$ cat src/rtl/alu_issue_ctrl.sv
// rtl/alu_issue_ctrl.sv - instruction issue, decode and status-register unit ahead of the ALU
// Three-phase sequencing: accept/decode in IDLE, execute, then complete.
module alu_issue_ctrl #(
    parameter int REG_AW = 4,
    parameter int IMM_W  = 16
) (
    input  logic              i_clk,
    input  logic              i_reset,
    input  logic              i_instr_valid,
    input  logic [15:0]       i_instr,
    output logic              o_instr_ready,
    output logic [7:0]        o_alu_opcode,
    output logic [REG_AW-1:0] o_ra_addr,
    output logic [REG_AW-1:0] o_rb_addr,
    output logic [IMM_W-1:0]  o_imm,
    output logic              o_use_imm,
    output logic              o_alu_cin,
    input  logic [4:0]        i_alu_flags,
    output logic              o_reg_we,
    output logic [REG_AW-1:0] o_wb_addr,
    output logic [4:0]        o_psr,
    output logic              o_branch_taken,
    output logic [7:0]        o_branch_disp,
    output logic              o_done,
    output logic              o_illegal_op
);

    typedef enum logic [1:0] {S_IDLE, S_EXEC, S_DONE} state_t;

    state_t r_state;
    state_t w_next;

    logic [3:0]        w_class;
    logic [3:0]        w_ext;
    logic [7:0]        w_opcode;
    logic [IMM_W-1:0]  w_imm;
    logic              w_use_imm;
    logic              w_we;
    logic              w_flag_wr;
    logic              w_is_branch;
    logic              w_is_illegal;
    logic              w_cond_true;

    logic [7:0]        r_opcode;
    logic [REG_AW-1:0] r_ra;
    logic [REG_AW-1:0] r_rb;
    logic [REG_AW-1:0] r_wb;
    logic [IMM_W-1:0]  r_imm;
    logic              r_use_imm;
    logic              r_we;
    logic              r_flag_wr;
    logic              r_is_branch;
    logic              r_is_illegal;
    logic [3:0]        r_cond;
    logic [7:0]        r_disp;
    logic [4:0]        r_psr;
    logic              r_branch_taken;
    logic              r_illegal;

    assign w_class = i_instr[15:12];
    assign w_ext   = i_instr[7:4];

    always_comb begin
        w_opcode     = 8'h00;
        w_imm        = '0;
        w_use_imm    = 1'b0;
        w_we         = 1'b0;
        w_flag_wr    = 1'b0;
        w_is_branch  = 1'b0;
        w_is_illegal = 1'b0;
        case (w_class)
            4'h0: begin
                w_opcode = {4'h0, w_ext};
                case (w_ext)
                    4'h0: ;
                    4'h1, 4'h2, 4'h3, 4'h4, 4'h5,
                    4'h6, 4'h7, 4'h8, 4'h9: begin
                        w_we      = 1'b1;
                        w_flag_wr = 1'b1;
                    end
                    4'hB, 4'hF: w_flag_wr = 1'b1;
                    default:    w_is_illegal = 1'b1;
                endcase
            end
            4'h5, 4'h6, 4'h7: begin
                w_opcode  = {w_class, 4'h0};
                w_use_imm = 1'b1;
                w_we      = 1'b1;
                w_flag_wr = 1'b1;
                // ADDUI zero-extends; ADDI and ADDCI sign-extend
                if (w_class == 4'h6)
                    w_imm = IMM_W'(i_instr[7:0]);
                else
                    w_imm = IMM_W'($signed(i_instr[7:0]));
            end
            4'h8: begin
                case (w_ext)
                    4'h0: begin
                        w_opcode  = 8'h80;
                        w_use_imm = 1'b1;
                        w_imm     = IMM_W'(i_instr[3:0]);
                        w_we      = 1'b1;
                        w_flag_wr = 1'b1;
                    end
                    4'h4: begin
                        w_opcode  = 8'h84;
                        w_we      = 1'b1;
                        w_flag_wr = 1'b1;
                    end
                    default: w_is_illegal = 1'b1;
                endcase
            end
            4'hC:    w_is_branch  = 1'b1;
            default: w_is_illegal = 1'b1;
        endcase
    end

    // Condition is judged against psr before this instruction could update it
    always_comb begin
        w_cond_true = 1'b0;
        case (r_cond)
            4'h0: w_cond_true = r_psr[4];
            4'h1: w_cond_true = ~r_psr[4];
            4'h2: w_cond_true = r_psr[3];
            4'h3: w_cond_true = ~r_psr[3];
            4'h4: w_cond_true = r_psr[0];
            4'h5: w_cond_true = ~r_psr[0];
            4'h6: w_cond_true = r_psr[1];
            4'h7: w_cond_true = ~r_psr[1];
            4'hF: w_cond_true = 1'b1;
            default: w_cond_true = 1'b0;
        endcase
    end

    always_comb begin
        w_next = r_state;
        case (r_state)
            S_IDLE:  if (i_instr_valid) w_next = S_EXEC;
            S_EXEC:  w_next = S_DONE;
            S_DONE:  w_next = S_IDLE;
            default: w_next = S_IDLE;
        endcase
    end

    always_ff @(posedge i_clk or posedge i_reset) begin
        if (i_reset) begin
            r_state        <= S_IDLE;
            r_opcode       <= 8'h00;
            r_ra           <= '0;
            r_rb           <= '0;
            r_wb           <= '0;
            r_imm          <= '0;
            r_use_imm      <= 1'b0;
            r_we           <= 1'b0;
            r_flag_wr      <= 1'b0;
            r_is_branch    <= 1'b0;
            r_is_illegal   <= 1'b0;
            r_cond         <= 4'h0;
            r_disp         <= 8'h00;
            r_psr          <= 5'h00;
            r_branch_taken <= 1'b0;
            r_illegal      <= 1'b0;
        end else begin
            r_state <= w_next;
            if (r_state == S_IDLE && i_instr_valid) begin
                r_opcode     <= w_opcode;
                r_ra         <= REG_AW'(i_instr[11:8]);
                r_rb         <= REG_AW'(i_instr[3:0]);
                r_wb         <= REG_AW'(i_instr[11:8]);
                r_imm        <= w_imm;
                r_use_imm    <= w_use_imm;
                r_we         <= w_we;
                r_flag_wr    <= w_flag_wr;
                r_is_branch  <= w_is_branch;
                r_is_illegal <= w_is_illegal;
                r_cond       <= i_instr[11:8];
                r_disp       <= i_instr[7:0];
            end
            if (r_state == S_EXEC && r_flag_wr)
                r_psr <= i_alu_flags;
            r_branch_taken <= (r_state == S_EXEC) && r_is_branch && w_cond_true;
            r_illegal      <= (r_state == S_EXEC) && r_is_illegal;
        end
    end

    assign o_instr_ready  = (r_state == S_IDLE);
    assign o_alu_opcode   = r_opcode;
    assign o_ra_addr      = r_ra;
    assign o_rb_addr      = r_rb;
    assign o_imm          = r_imm;
    assign o_use_imm      = r_use_imm;
    assign o_alu_cin      = r_psr[3];
    assign o_reg_we       = (r_state == S_EXEC) && r_we;
    assign o_wb_addr      = r_wb;
    assign o_psr          = r_psr;
    assign o_branch_taken = r_branch_taken;
    assign o_branch_disp  = r_disp;
    assign o_done         = (r_state == S_DONE);
    assign o_illegal_op   = r_illegal;

endmodule

$ cat config.mk
export PLATFORM = sky130hd
export DESIGN_NAME = alu_issue_ctrl
export DESIGN_NICKNAME = d
export VERILOG_FILES = /design/src/rtl/alu_issue_ctrl.sv
export SDC_FILE = /design/constraint.sdc
export NUM_CORES = 1
export LEC_CHECK = 0
export ABC_AREA = 1
export CORE_MARGIN = 4
export CORE_UTILIZATION = 45
export DETAILED_ROUTE_END_ITERATION = 7
export PLACE_DENSITY = 0.79
export SYNTH_ARGS = -nofsm -noshare
export SYNTH_HDL_FRONTEND = slang
export SYNTH_SLANG_ARGS = --single-unit
$ cat constraint.sdc
create_clock -name i_clk -period 2.35 [get_ports i_clk]
set_input_delay 0.3525 -clock i_clk [delete_from_list [all_inputs] [get_ports i_clk]]
set_output_delay 0.3525 -clock i_clk [all_outputs]
set_load 0.02 [all_outputs]
; ---- Yosys cells after proc, flatten, opt, wreduce, memory -nomap -nowiden
; Index checks and enable logic that the tools add are counted.
[op_classes]
n_eq_ne = 27
muxes = 19
bitwise = 4
reduce_logical = 16
[op_table]
columns = operator, count
row1 = "== test 4 x 3 -> 1 bit, second input constant", 11
row2 = case mux 16 bit (2 select lines), 1
row3 = "== test 4 bit, second input constant", 7
row4 = case mux 8 bit (3 select lines), 1
row5 = "== test 4 x 2 -> 1 bit, second input constant", 4
row6 = two-way mux 16 bit, 1
row7 = case mux 8 bit (2 select lines), 1
row8 = logical NOT 4 bit, 3
row9 = OR reduction 12 bit, 1
row10 = OR reduction 11 bit, 1
row11 = case mux 1 bit (3 select lines), 3
row12 = case mux 1 bit (9 select lines), 1
row13 = OR reduction 9 bit, 1
row14 = "== test 4 x 1 -> 1 bit, second input constant", 2
row15 = two-way mux 1 bit, 7
row16 = logical AND 1 bit, 6
row17 = two-way mux 4 bit, 1
row18 = inverter 1 bit, 4
row19 = case mux 2 bit (2 select lines), 1
row20 = OR reduction 4 bit, 1
row21 = OR reduction 3 bit, 1
row22 = "== test 2 x 1 -> 1 bit, second input constant", 1
row23 = "== test 2 bit, second input constant", 1
row24 = logical NOT 2 bit, 1
row25 = 4 further kinds, 4
[totals]
ff_bits = 54
wordCells = 80

; ---- Logic depth before layout (Yosys ltp)
[depth]
depth_word = 4
mapped_depth = 7
depth_no_buf = 7

; ---- Worst setup path after synthesis
; OpenSTA, ideal clock, no wires.
[synth_path]
kind = register to register
startpoint = reg r_state[1]
endpoint = reg r_opcode[0] (netlist: o_alu_opcode[0])
arrival_time_ns = 1.150
required_time_ns = 2.274
setup_slack_ns = 1.124
stages_incl_launch_ff = 7
synth_period_minus_slack_ns = 1.226
path_cell_list = dfrtp_1 nor2_2 nand2_2 inv_4 buf_6 nand2_1 o21ai_1
[synth_between]
elab_chain_len = 2
[synth_lines]
columns = element, line
row1 = "start, declared", 30  ; state_t r_state;
row2 = "start signal, assigned", 164  ; r_state <= w_next;
row3 = logical NOT 2 bit, n/a
row4 = named net o_instr_ready, 11  ; output logic o_instr_ready,
row5 = logical AND 1 bit, 165  ; if (r_state == S_IDLE && i_instr_valid) begin
row6 = "end signal, assigned", 166  ; r_opcode <= w_opcode;
row7 = "end, declared", 44  ; logic [7:0] r_opcode;
; The timed path passes the listed nets, and every way through them passes these cells.
; A chain may end at the register's enable or synchronous reset.

; ---- Worst setup path after layout
[layout_path]
startpoint = reg r_state[1]
endpoint = out o_reg_we
[layout_between]
elab_chain_len = 2
[layout_lines]
columns = element, line
row1 = == test 2 x 1 -> 1 bit, 193  ; assign o_reg_we = (r_state == S_EXEC) && r_we;
row2 = logical AND 1 bit, 193
row3 = "end, declared", 19  ; output logic o_reg_we,
; Every way passes these cells.

==> run summary <==
Run status
- **run status** completed

Timing
- **Max Transition Viols Final** 0
- **final hold violation count** 0
- **achievable clock frequency** 517.8 MHz
- **final hold slack** 479.7 ps
- **relative max-transition margin** 0.6462
- **Max Clock Skew** 6.862 ps
- **final sum of negative setup slack** 0 ps
- **period utilisation layout** 0.8219
- **min Tclk post-route** 1931 ps
- **Final WS setup** 418.6 ps
- **RSZ-0062 raised after global routing** no
- **Finish-stage setup viols** 0
- **transition time of the tightest slew-check pin** 530.7 ps

Critical path
- **type of element capturing the critical path** output port
- **worst setup path start** r_state[1]$_DFFE_PP0P_
- **Worst EP arrival** 1580 ps
- **cell family with the largest share of critical-path delay** buffers and inverters
- **cell with the largest stage delay on the worst path** clkdlybuf4s50_1
- **peak fanout along the critical path** 3
- **critical path cell sequence** inv_1 -> nand2_1 -> nor2_1 -> clkdlybuf4s50_1
- **FF-to-FF Start** r_state[1]$_DFFE_PP0P_
- **Critical Path Max Stage Delay** 630 ps
- **path type of the worst setup path** flop to output port
- **number of cells on the worst reg-to-reg path** 6
- **CP bufs+invs** 2
- **startpoint type of the worst setup path** flop
- **data required time of the worst path** 2000 ps
- **slack of the worst reg-to-reg path** 1080 ps
- **worst r2r dst** r_is_illegal$_DFFE_PP0P_

Floorplan
- **initial standard-cell utilization of the core** 0.4789
- **number of I/O pins** 80
- **floorplan die width** 74.18 µm
- **core region area** 4115 µm²
- **# rows** 23
- **area of the die** 5502 µm²
- **Die Span Y** 74.18 µm

Run
- **Max-cap violations** 0

GRT
- **initial antenna violation count** 0
- **vias in the first global route** 1632
- **global-route wire length before repair** 7334 µm
- **maximum number of pins on one net before global-route repair** 44
- **Overflow after GRT** 0
- **All-Layer GR Usage** 0.1729

Final layout
- **final design instance area without fill** 2804 µm²
- **non-filler instance count after layout** 342
- **final core occ** 0.6814
- **area delta synth->final** 42.29%
- **number of diodes** 0
- **net total in the final layout** 315
- **ratio of cells with drive above 1 in the final layout** 0.1027

Hold path
- **hold path cells** 2
- **beginning of the worst hold path** o_alu_opcode[7]$_DFFE_PP0P_
- **end point of the worst hold path** o_alu_opcode[7]$_DFFE_PP0P_
- **Min-Delay Path Class** flop to flop

Route
- **number of detailed-routing iterations run before antenna repair** 5
- **DRC errors left** 0
- **met3 WL post-DR** 239 µm
- **Met1 Routed Length** 1887 µm
- **Detail Route met2 WL** 2298 µm
- **count of antenna-violating nets left after detailed routing** 0
- **routed length per placed instance** 13.12 µm
- **total number of vias** 1667
- **top routing layer used** met4
- **Vias per Instance** 4.874
- **Iteration-0 DRC Markers** 117
- **post-detailed-routing wire length** 4487 µm

Placement
- **post-placement setup slack** 638.1 ps
- **standard cell area after detailed placement** 2686 µm²
- **gp weighted congestion** 0.8726
- **number of cells after detailed placement** 334
- **half-perimeter wire length of the detailed placement result** 3356 µm
- **count of input and output buffers** 79

Power
- **maximum vdd drop** 0.6356 mV
- **Leak Pwr** 1.306 nW
- **cell internal pwr** 1.655 mW
- **Clock power frac** 0.232
- **sequential share of power** 0.391
- **P_sw** 0.8356 mW
- **Cell Pwr Density** 888.2 nW/µm²
- **switching share of power** 0.3355
- **sum of internal, switching and leakage power** 2.491 mW
- **Logic pwr share** 0.377

Synth
- **number of enable flip-flop cells after synthesis** 0
- **most area-hungry cell type in the Yosys netlist** dfrtp_1
- **list of most frequent post-synthesis cells** nand2_1 (71), dfrtp_1 (43), nor2_1 (21), buf_4 (17), o21ai_1 (14)
- **Synth area leaders** dfrtp_1 (55%), nand2_1 (14%), buf_4 (6.5%)
- **async set or reset register ratio after synthesis** 1.000
- **most common cell in the synthesized netlist** nand2_1
- **part of the Yosys area used for sequential elements** 0.5460
- **Yosys cell types** 26
- **synthesized area per cell** 8.798 µm²
- **post-synthesis cell count** 224
- **register bit count reported by yosys** 43
- **total number of yosys warnings** 0
- **synthesized net count** 248
- **total standard cell area after synthesis** 1971 µm²
- **leading register cell type out of synthesis** dfrtp_1
- **share of the synthesized area in the top cell type** 0.5460

Clock network
- **H-tree levels** 2
- **Inserted Clock Buffers** 5
- **number of hold-repair buffers added at the cts stage** 0
- **root buffer cell** clkbuf_8
- **post-CTS setup-driven buffer insertion count** 0
- **number of buffers on the longest clock path** 2
- **CTS clk-pin slew, worst paths** 80 ps
- **TritonCTS Sinks** 43
- **CTS tree** done
- **number of gates resized after CTS** 0
- **Worst-Skew Late Latency** 290 ps

cells in the final DEF, fill, tap and decap left out:
| cell type | instances |
|---|---|
| o21ai_1 | 14 |
| inv_2 | 4 |
| nor3_4 | 1 |
| nand2_1 | 71 |
| inv_1 | 12 |
| nand3_1 | 7 |
| clkinv_2 | 1 |
| a21oi_1 | 5 |
| a21oi_2 | 1 |
| clkbuf_8 | 6 |
| o21ai_0 | 4 |
| nand4_1 | 2 |
| bufinv_16 | 1 |
| nor3_1 | 1 |
| nand3_2 | 3 |
| clkdlybuf4s50_1 | 79 |
| inv_4 | 1 |
| dfrtp_1 | 43 |
| buf_4 | 2 |
| mux2_1 | 2 |
| o2111ai_1 | 1 |
| nand2_2 | 5 |
| o21ai_2 | 1 |
| nor2_1 | 21 |
| nor2_2 | 2 |
| nor2_4 | 1 |
| o31ai_2 | 1 |
cell type report:
cell class	instances	area [µm²]
Clock buffer	6	82.58
Timing Repair Buffer	81	805.8
Multi-Input combinational cell	143	675.6
Clock inverter	2	35.03
Inverter	17	66.31
Tap cell	50	62.56
Fill cell	327	1311
Sequential cell	43	1076
cell families after synthesis:
family	share of synthesized area
buf+inv	0.1111
mux	0.01143
simple gates	0.2533
compound gates	0.07810
flops	0.5460
tightest hold or removal path, delay by kind of cell (launching register included):
kind | cells | cell delay (ps)
flip-flops | 1 | 350
AND/OR/NAND/NOR | 2 | 100
metal layers:
metal	track usage	up-vias
li1	-	825
met1	0.2217	791
met2	0.2904	46
met3	0.02703	5
met4	0.07445	0
met5	0	-
state kept, by name, summed over array words and instances, names as in the netlist, 2 cells and up:
signal         count
r_cond             4
o_branch_disp      5
r_state            2
o_imm              9
o_psr              5
o_rb_addr          3
o_alu_opcode       8
worst max-delay path by stage:
| stage | slack, ps | end | depth (start not counted) |
|---|---|---|---|
| after floorplan | 990 | o_alu_opcode[0]$_DFFE_PP0P_ | 1 |
| after global placement | 660 | o_imm[2]$_DFFE_PP0P_ | 5 |
| after detailed placement | 640 | r_is_illegal$_DFFE_PP0P_ | 6 |
| after CTS | 380 | o_reg_we | 4 |
| after global routing | 320 | o_reg_we | 4 |
| final | 420 | o_reg_we | 4 |
power by group through the flow:
stage | registers (mW) | clock network, mW | logic (mW)
3_3_place_gp | 0.987 | 0 | 0.936
2_1_floorplan | 1.13 | 0 | 0.402
6_report | 0.975 | 0.577 | 0.939
3_5_place_dp | 0.990 | 0 | 0.948
5_1_grt | 0.995 | 0.628 | 1.01
4_1_cts | 0.976 | 0.597 | 0.954
(Power assumes the default switching activity.)
